--- config.mk ---
export PLATFORM = sky130hd
export DESIGN_NAME = multi_hart_bus_arbiter
export DESIGN_NICKNAME = d
export VERILOG_FILES = /design/src/rtl/multi_hart_bus_arbiter.sv
export SDC_FILE = /design/constraint.sdc
export NUM_CORES = 1
export LEC_CHECK = 0
export CELL_PAD_IN_SITES_DETAIL_PLACEMENT = 1
export CELL_PAD_IN_SITES_GLOBAL_PLACEMENT = 2
export CORE_MARGIN = 8
export CORE_UTILIZATION = 30
export DETAILED_ROUTE_END_ITERATION = 12
export DONT_BUFFER_PORTS = 1
export PLACE_DENSITY = 0.78
export SYNTH_ARGS = -nofsm -noshare
export SYNTH_HDL_FRONTEND = slang
export SYNTH_SLANG_ARGS = --single-unit
--- constraint.sdc ---
create_clock -name CLK -period 3.1 [get_ports CLK]
set_input_delay 0.62 -clock CLK [delete_from_list [all_inputs] [get_ports CLK]]
set_output_delay 0.62 -clock CLK [all_outputs]
set_load 0.005 [all_outputs]
--- src/rtl/multi_hart_bus_arbiter.sv ---
// Multi-hart bus arbiter: round-robin sharing of one generic bus among
// NUM_HARTS requester channels, plus the shared mtime counter and per-hart
// mtimecmp / timer_int.

// Per-hart timer lane: one mtimecmp register and its registered interrupt.
module multi_hart_timer_lane (
  input  logic        CLK,
  input  logic        RST,
  input  logic        cmp_wen,
  input  logic        cmp_hi,
  input  logic [31:0] cmp_wdata,
  input  logic [63:0] mtime,
  output logic        timer_int
);
  logic [63:0] mtimecmp_q, mtimecmp_d;
  logic        timer_int_q, timer_int_d;

  // Half-word write into mtimecmp; compare uses the pre-increment mtime.
  always_comb begin
    mtimecmp_d = mtimecmp_q;
    if (cmp_wen) begin
      if (cmp_hi) mtimecmp_d[63:32] = cmp_wdata;
      else        mtimecmp_d[31:0]  = cmp_wdata;
    end
    timer_int_d = (mtime >= mtimecmp_q);
  end

  // Lane state; mtimecmp resets to all ones so no interrupt fires by default.
  always_ff @(posedge CLK) begin
    if (RST) begin
      mtimecmp_q  <= '1;
      timer_int_q <= 1'b0;
    end else begin
      mtimecmp_q  <= mtimecmp_d;
      timer_int_q <= timer_int_d;
    end
  end

  assign timer_int = timer_int_q;
endmodule

module multi_hart_bus_arbiter #(
  parameter int          NUM_HARTS   = 2,
  parameter int          ADDR_W      = 32,
  parameter int          DATA_W      = 32,
  parameter logic [63:0] MTIME_RESET = 64'h0
) (
  input  logic                            CLK,
  input  logic                            RST,
  input  logic [NUM_HARTS-1:0]            req_ren,
  input  logic [NUM_HARTS-1:0]            req_wen,
  input  logic [NUM_HARTS*ADDR_W-1:0]     req_addr,
  input  logic [NUM_HARTS*DATA_W-1:0]     req_wdata,
  input  logic [NUM_HARTS*DATA_W/8-1:0]   req_byte_en,
  output logic [NUM_HARTS-1:0]            req_busy,
  output logic [DATA_W-1:0]               req_rdata,
  output logic [NUM_HARTS-1:0]            req_error,
  output logic                            bus_ren,
  output logic                            bus_wen,
  output logic [ADDR_W-1:0]               bus_addr,
  output logic [DATA_W-1:0]               bus_wdata,
  output logic [DATA_W/8-1:0]             bus_byte_en,
  input  logic                            bus_busy,
  input  logic [DATA_W-1:0]               bus_rdata,
  input  logic                            bus_error,
  input  logic [NUM_HARTS-1:0]            cmp_wen,
  input  logic                            cmp_hi,
  input  logic [31:0]                     cmp_wdata,
  output logic [63:0]                     mtime,
  output logic [NUM_HARTS-1:0]            timer_int
);
  localparam int GW   = (NUM_HARTS > 1) ? $clog2(NUM_HARTS) : 1;
  localparam int BE_W = DATA_W / 8;

  typedef enum logic {IDLE, OWN} state_e;

  state_e        state_q, state_d;
  logic [GW-1:0] grant_q, grant_d;
  logic [GW-1:0] rr_ptr_q, rr_ptr_d;
  logic [63:0]   mtime_q, mtime_d;

  logic [NUM_HARTS-1:0]             req_any;
  logic [NUM_HARTS-1:0][ADDR_W-1:0] addr_a;
  logic [NUM_HARTS-1:0][DATA_W-1:0] wdata_a;
  logic [NUM_HARTS-1:0][BE_W-1:0]   be_a;

  logic          pick_found;
  logic [GW-1:0] pick_idx;
  logic [GW:0]   cand;
  logic [GW-1:0] cand_w;
  logic          own;

  assign req_any = req_ren | req_wen;
  assign addr_a  = req_addr;
  assign wdata_a = req_wdata;
  assign be_a    = req_byte_en;

  // Round-robin pick: first requester at or above rr_ptr, wrapping around.
  always_comb begin
    pick_found = 1'b0;
    pick_idx   = rr_ptr_q;
    cand       = '0;
    cand_w     = '0;
    for (int k = 0; k < NUM_HARTS; k++) begin
      cand = {1'b0, rr_ptr_q} + (GW+1)'(k);
      if (cand >= (GW+1)'(NUM_HARTS)) cand = cand - (GW+1)'(NUM_HARTS);
      cand_w = cand[GW-1:0];
      if (!pick_found && req_any[cand_w]) begin
        pick_found = 1'b1;
        pick_idx   = cand_w;
      end
    end
  end

  // Arbiter next state: one IDLE cycle to arbitrate, then OWN until bus_busy drops.
  always_comb begin
    state_d  = state_q;
    grant_d  = grant_q;
    rr_ptr_d = rr_ptr_q;
    mtime_d  = mtime_q + 64'd1;
    case (state_q)
      IDLE: begin
        if (pick_found) begin
          grant_d = pick_idx;
          state_d = OWN;
        end
      end
      OWN: begin
        if (!bus_busy) begin
          if (int'(grant_q) == NUM_HARTS - 1) rr_ptr_d = '0;
          else                                rr_ptr_d = grant_q + 1'b1;
          state_d = IDLE;
        end
      end
      default: state_d = IDLE;
    endcase
  end

  // Arbiter and mtime registers.
  always_ff @(posedge CLK) begin
    if (RST) begin
      state_q  <= IDLE;
      grant_q  <= '0;
      rr_ptr_q <= '0;
      mtime_q  <= MTIME_RESET;
    end else begin
      state_q  <= state_d;
      grant_q  <= grant_d;
      rr_ptr_q <= rr_ptr_d;
      mtime_q  <= mtime_d;
    end
  end

  // Reset gates ownership so an in-flight request drops in the reset cycle itself.
  assign own = (state_q == OWN) && !RST;

  // Bus forwarding from the granted channel and per-channel handshake.
  always_comb begin
    bus_ren     = own & req_ren[grant_q];
    bus_wen     = own & req_wen[grant_q];
    bus_addr    = addr_a[grant_q];
    bus_wdata   = wdata_a[grant_q];
    bus_byte_en = be_a[grant_q];
    req_busy    = '1;
    req_error   = '0;
    if (own) begin
      req_busy[grant_q]  = bus_busy;
      req_error[grant_q] = !bus_busy && bus_error;
    end
  end

  assign req_rdata = bus_rdata;
  assign mtime     = mtime_q;

  multi_hart_timer_lane u_lane [NUM_HARTS-1:0] (
    .CLK       (CLK),
    .RST       (RST),
    .cmp_wen   (cmp_wen),
    .cmp_hi    (cmp_hi),
    .cmp_wdata (cmp_wdata),
    .mtime     (mtime_q),
    .timer_int (timer_int)
  );
endmodule

==> results of run 1 <==
-- report_power, final --
| group | total, mW | internal (mW) | switching [mW] |
|---|---|---|---|
| Sequential | 2.70 | 2.65 | 0.0518 |
| Combinational | 0.574 | 0.260 | 0.314 |
| Clock | 2.27 | 1.16 | 1.11 |
-- cells in the final DEF, fill, tap and decap left out, types with 37 or more instances in the layout --
cell / n
sky130_fd_sc_hd__dfxtp_1: 196
sky130_fd_sc_hd__inv_1: 138
sky130_fd_sc_hd__nor2_1: 130
sky130_fd_sc_hd__ha_1: 129
sky130_fd_sc_hd__nand3_1: 102
sky130_fd_sc_hd__a211o_1: 95
sky130_fd_sc_hd__nand2_1: 87
sky130_fd_sc_hd__mux2_2: 75
sky130_fd_sc_hd__a21oi_1: 69
sky130_fd_sc_hd__buf_4: 47
sky130_fd_sc_hd__and3_1: 40
sky130_fd_sc_hd__nand4_1: 37
-- how the worst min path moves through the flow --
| stage | slack (ps) | cells past startpoint | startpoint | endpoint |
|---|---|---|---|---|
| floorplan | 440 | 1 | u_lane[0].mtimecmp_q[32] | u_lane[0].mtimecmp_q[32] |
| global placement | 440 | 1 | u_lane[0].mtimecmp_q[49] | u_lane[0].mtimecmp_q[49] |
| detailed placement | 450 | 1 | u_lane[0].mtimecmp_q[41] | u_lane[0].mtimecmp_q[41] |
| CTS | 260 | 1 | cmp_wdata[16] | u_lane[0].mtimecmp_q[16] |
| global route | 250 | 1 | cmp_wdata[16] | u_lane[0].mtimecmp_q[16] |
| finish | 270 | 1 | cmp_wdata[17] | u_lane[0].mtimecmp_q[17] |
-- final cells by class --
type                            count  area (sq um)  share of cell area (%)
Sequential cell                   197          3950                    30.5
Timing Repair Buffer               47           353                    2.73
Inverter                          139           522                    4.03
Antenna cell                        2          5.00                  0.0387
Clock inverter                     12           134                    1.03
Tap cell                          525           657                    5.07
Clock buffer                       19           443                    3.42
Multi-Input combinational cell    965          6890                    53.2
-- logic make-up (layout without fill, tap and decap cells) --
logic type      Yosys count  after routing  synth area share [%]
simple gates            484            484                  20.2
buf+inv                 240            217                  8.74
compound gates          237            237                  14.0
flops                   197            197                  33.3
fa+ha+maj               129            129                  13.6
mux                      77             77                  7.30
xor+xnor                 38             38                  2.81
other cells               0              2                     0
-- registers in the layout, summed over array words and instances, names as in the netlist --
name,flops
rr_ptr_q,1
u_lane.mtimecmp_q,128
mtime,64
grant_q,1
state_q,1
u_lane.timer_int,2
-- metrics by stage --
stage	cells	hold WS, ps	setup slack (ps)	instance area [sq um]
after detailed placement	1873	449	399	12400
after CTS	1904	256	358	12900
after floorplan	1402	435	559	11800
final	1906	274	388	12900
after global placement	1873	443	407	12400
after global routing	1904	252	191	12900
-- per-layer routing --
metal,vias to the layer above,routed length [microns]
li1,4832,-
met1,4952,19300
met2,245,19900
met3,37,3670
met4,2,704
met5,-,13
==> metrics, run 1 <==
top fanout value on the critical path=6; flop-to-flop setup slack=390 ps; Critical path destination=u_lane[0].timer_int; final-report setup violation count=0; post-layout util=32.9%; clock network latency to the later pin of the worst-skew pair=460 ps; Vias=10100; Critical Path, Cell by Cell=buf_4, inv_1, ha_1, nand2b_1, a2111oi_0, nor4_1, or4_1, a21oi_1, o22ai_1; DRC marker count from the first detailed-route iteration=572; initial core utilization=30.1%; setup repair after global routing missed its margin=no; critical path start-end classification=reg -> reg; number of buffers added for setup after CTS=0; number of nets still failing antenna checks after routing=0; Synth Net Count=1742; Crit path arrival time=3030 ps; Total Power=5.54 mW; Hold Vio Cnt, Final=0; clock tree root buffer cell=sky130_fd_sc_hd__clkbuf_16; CTS Buffer Depth=2; endpoint required time on the critical path=3420 ps; slew margin rel.=38.2%; initial antenna violation count=3; Rows=73; fin crit share=87.5%; Lkg Pwr=6.44 nW; Largest delay share family, worst path=compound AO/OA/AOI/OAI gates; Worst Setup Start Kind=flip-flop; met3 usage=7.18%; R2R depth=9; CTS H-tree depth=4; clock tree from TritonCTS=done; CTS resizes=0; detailed-route vias per instance=5.28; wire length per cell=22.9 microns; result of the run=finished clean; total half-perimeter wirelength after legalization and detailed placement=33600 microns; Synth top cells by count=197 x sky130_fd_sc_hd__dfxtp_1, 138 x sky130_fd_sc_hd__inv_1, 130 x sky130_fd_sc_hd__nor2_1; number of instances in the synthesized netlist=1402; area delta synth->final=9.25%; distinct cell type count of the synthesized netlist=50; max-slew violation count=0; via count of the first global-routing pass=10300; Post-Synthesis Cell Area=0.0118 sq mm; clock skew=13.1 ps; post-route minimum period=2710 ps; routing usage on met1=23.0%; most common flop cell mapped by yosys=sky130_fd_sc_hd__dfxtp_1; reg2reg start=mtime[0]; area of the die=0.0461 sq mm; Hold WC Path Type=in -> reg; Worst path slowest cell=sky130_fd_sc_hd__a2111oi_0; Syn Area/Cell=8.45 sq um; number of synthesized register bits=197; length of the first detailed-routing pass in iterations=5; net count reported at finish=1707; die width=215 microns; biggest cell delay along the critical path=510 ps; endpoint of the worst-slack reg-to-reg timing path=u_lane[0].timer_int; ranking of synthesized cells by area=sky130_fd_sc_hd__dfxtp_1 33%, sky130_fd_sc_hd__ha_1 14%, sky130_fd_sc_hd__mux2_2 7.1%; first-pass GRT wire length=66000 microns; Synth area leader=sky130_fd_sc_hd__dfxtp_1; sum of buffers and inverters on the critical path=2; clock-pin transition on the worst setup and hold timing paths=80 ps; CP endpoint kind=flip-flop; remaining routing DRC violations=0; cts-stage hold buffer count=0; power density normalized to cell area=428 mW/mm^2; sum of overflow across all layers after global routing=0; total routing usage reported by global routing=18.4%; pin count of the biggest net entering global routing=176; count of flip-flops with a built-in enable after synthesis=0; most frequent cell after synthesis=sky130_fd_sc_hd__dfxtp_1; register area share after synthesis=33.3%; met2 Track Usage GR=29.4%; worst vdd ir=0.401 mV; ratio of cells with drive above 1 in the final layout=11.8%; setup tns final=0 ps; Num CTS Buffers=17; wire length after detailed routing=43600 microns; Crit path depth=9; Most Used Layer, Global Route=met2; fraction of registers with async set/reset=0%; clock net sink count=197; Yosys warning total=0; slew at the pin with the worst max-slew slack=924 ps; chip height=215 microns; Filler cells=4647; Core Box Area=0.0394 sq mm; # Max-Cap Violations=0; Yosys top cell area share=33.3%; number of I/O pins=383; maximum clock rate=0.369 GHz; final weighted congestion of routability-driven global placement=0.830; CP Launch Point=mtime[0]; Port-buffer cells=0
Note: power is estimated with default switching activity, not from simulation.
==> run 2: changes to the inputs <==
--- a/config.mk
+++ b/config.mk
@@ -7,11 +7,12 @@
 export LEC_CHECK = 0
 export CELL_PAD_IN_SITES_DETAIL_PLACEMENT = 1
 export CELL_PAD_IN_SITES_GLOBAL_PLACEMENT = 2
-export CORE_MARGIN = 8
+export CORE_MARGIN = 2
 export CORE_UTILIZATION = 30
 export DETAILED_ROUTE_END_ITERATION = 12
 export DONT_BUFFER_PORTS = 1
 export PLACE_DENSITY = 0.78
+export SKIP_CTS_REPAIR_TIMING = 1
 export SYNTH_ARGS = -nofsm -noshare
 export SYNTH_HDL_FRONTEND = slang
 export SYNTH_SLANG_ARGS = --single-unit
==> run 2 against run 1 <==
  * Design area fell by 0.47%
  * Sequential power barely moved
  * Worst setup slack got worse by 94 ps
  * Register-to-register slack got worse by 90 ps
  * Total power rose by 1.2%
  * Clock skew rose by 4.4 ps
  * Sequential cell count did not move
  * Global-route usage rose by 1.8 points
  * Sequential share of layout area rose by 0.15 points
  * Non-clock buffer count fell by 9
  * Highest routed layer unchanged
  * Die area fell by 11%
  * Via count rose by 0.66%
==> metrics, run 2 (synthesized netlist as in run 1, its figures left out) <==
Rows=72 (was 73); worst vdd ir=0.370 mV (was 0.401 mV); detailed-route vias per instance=5.36 (was 5.28); # Max-Cap Violations=0 (unchanged); Port-buffer cells=0 (unchanged); post-route minimum period=2810 ps (was 2710 ps); Hold WC Path Type=in -> reg (unchanged); CP endpoint kind=flip-flop (unchanged); setup repair after global routing missed its margin=no (unchanged); max reg flops=128 (unchanged); total half-perimeter wirelength after legalization and detailed placement=32500 microns (was 33600 microns); number of nets still failing antenna checks after routing=0 (unchanged); slew at the pin with the worst max-slew slack=845 ps (was 924 ps); clock-pin transition on the worst setup and hold timing paths=90 ps (was 80 ps); net count reported at finish=1698 (was 1707); first-pass GRT wire length=62500 microns (was 66000 microns); initial antenna violation count=4 (was 3); Vias=10100 (about the same); wire length per cell=22.5 microns (was 22.9 microns); fin crit share=90.5% (was 87.5%); Most flops, register=u_lane.mtimecmp_q (unchanged); area delta synth->final=8.73% (was 9.25%); total routing usage reported by global routing=20.2% (was 18.4%); Total Power=5.61 mW (was 5.54 mW); CP Launch Point=mtime[5] (was mtime[0]); Lkg Pwr=6.40 nW (was 6.44 nW); clock network latency to the later pin of the worst-skew pair=470 ps (was 460 ps); area of the die=0.0411 sq mm (was 0.0461 sq mm); final weighted congestion of routability-driven global placement=0.964 (was 0.830); remaining routing DRC violations=0 (unchanged); setup tns final=0 ps (unchanged); Worst path slowest cell=sky130_fd_sc_hd__a2111oi_1 (was sky130_fd_sc_hd__a2111oi_0); pin count of the biggest net entering global routing=176 (unchanged); commonest non-fill, non-tap cell in the layout=sky130_fd_sc_hd__dfxtp_1 (unchanged); clock tree from TritonCTS=done (unchanged); CTS Buffer Depth=2 (unchanged); sum of buffers and inverters on the critical path=0 (was 2); Core Box Area=0.0388 sq mm (was 0.0394 sq mm); die width=203 microns (was 215 microns); wire length after detailed routing=42500 microns (was 43600 microns); Hold Vio Cnt, Final=0 (unchanged); biggest cell delay along the critical path=680 ps (was 510 ps); commonest non-fill, non-tap cells in the layout=196 x sky130_fd_sc_hd__dfxtp_1, 138 x sky130_fd_sc_hd__inv_1, 130 x sky130_fd_sc_hd__nor2_1 (unchanged); start point of the worst hold path=cmp_wdata[1] (was cmp_wdata[17]); power density normalized to cell area=435 mW/mm^2 (was 428 mW/mm^2); critical path start-end classification=reg -> reg (unchanged); chip height=203 microns (was 215 microns); diode insertion count for antenna repair=0 (was 2); Num CTS Buffers=17 (unchanged); top fanout value on the critical path=6 (unchanged); DRC marker count from the first detailed-route iteration=644 (was 572); initial core utilization=30.5% (was 30.1%); number of I/O pins=383 (unchanged); max-slew violation count=0 (unchanged); slew margin rel.=43.5% (was 38.2%); sum of overflow across all layers after global routing=0 (unchanged); clock net sink count=197 (unchanged); final-report setup violation count=0 (unchanged); ratio of cells with drive above 1 in the final layout=11.2% (was 11.8%); Largest delay share family, worst path=compound AO/OA/AOI/OAI gates (unchanged); length of the first detailed-routing pass in iterations=5 (unchanged); post-layout util=33.2% (was 32.9%); Crit path arrival time=3130 ps (was 3030 ps); endpoint required time on the critical path=3420 ps (about the same); clock skew=17.5 ps (was 13.1 ps); result of the run=finished clean (unchanged); via count of the first global-routing pass=10100 (was 10300); CTS H-tree depth=4 (unchanged); reg2reg start=mtime[5] (was mtime[0]); maximum clock rate=0.356 GHz (was 0.369 GHz); Worst Setup Start Kind=flip-flop (unchanged); clock tree root buffer cell=sky130_fd_sc_hd__clkbuf_16 (unchanged); Critical Path, Cell by Cell=ha_1, a21oi_1, o21ai_0, a221o_1, o31a_1, a2111oi_1, o211ai_1 (was buf_4, inv_1, ha_1, nand2b_1, a2111oi_0, nor4_1, or4_1, a21oi_1, o22ai_1)
## run 2: cell types whose count changed in the layout (fill, tap and decap cells not counted)
cell,before,now
sky130_fd_sc_hd__buf_4,47,38
sky130_fd_sc_hd__inv_6,5,2
sky130_fd_sc_hd__diode_2,2,0
sky130_fd_sc_hd__inv_8,3,5
sky130_fd_sc_hd__a2111oi_0,3,2
sky130_fd_sc_hd__a2111oi_1,0,1
sky130_fd_sc_hd__clkinv_4,3,4
sky130_fd_sc_hd__clkinv_8,0,1
sky130_fd_sc_hd__nand2_1,87,88
sky130_fd_sc_hd__nand2_2,1,0
## run 2: worst reg2reg max path, cell delays in order (launching register included)
cell                        delay, ps
sky130_fd_sc_hd__dfxtp_1          480
sky130_fd_sc_hd__ha_1             300
sky130_fd_sc_hd__a21oi_1          180
sky130_fd_sc_hd__o21ai_0          170
sky130_fd_sc_hd__a221o_1          360
sky130_fd_sc_hd__o31a_1           310
sky130_fd_sc_hd__a2111oi_1        680
sky130_fd_sc_hd__o211ai_1         180
## run 2: final cells by class
class                   instances  area (sq um)
fillers                      4586         25900
flip-flops and latches        197          3950
multi-input cells             965          6880
repair buffers                 38           285
clock buffers                  19           443
inverters                     139           522
well taps                     518           648
clock inverters                13           155
## run 2: worst paths after layout
path	to	slack, ps	cells past startpoint
setup / recovery	u_lane[1].timer_int	290	7
hold reg to reg	u_lane[0].mtimecmp_q[52]	460	1
hold / removal	u_lane[1].mtimecmp_q[1]	260	1
setup reg to reg	u_lane[1].timer_int	290	7
## run 2: where the power goes
group	switching (mW)	internal (mW)
clock	1.15	1.18
sequential	0.0554	2.65
combinational	0.319	0.260
## run 2: through the flow
step	hold WS, ps	std cells	area (sq um)	setup WS (ps)
after global placement	444	1857	12300	200
after global routing	238	1889	12900	164
after CTS	242	1889	12900	161
after detailed placement	449	1857	12300	178
after floorplan	435	1402	11800	559
final	263	1889	12900	294
## run 2: metal layers
layer	track usage (%)	part of all wire [%]	wire length, microns	vias up
met3	6.85	7.2	3050	45
met5	0	0.087	37	-
met1	26.9	46	19600	5024
met2	31.2	45	19000	244
met4	5.11	1.8	767	6
li1	-	-	-	4815
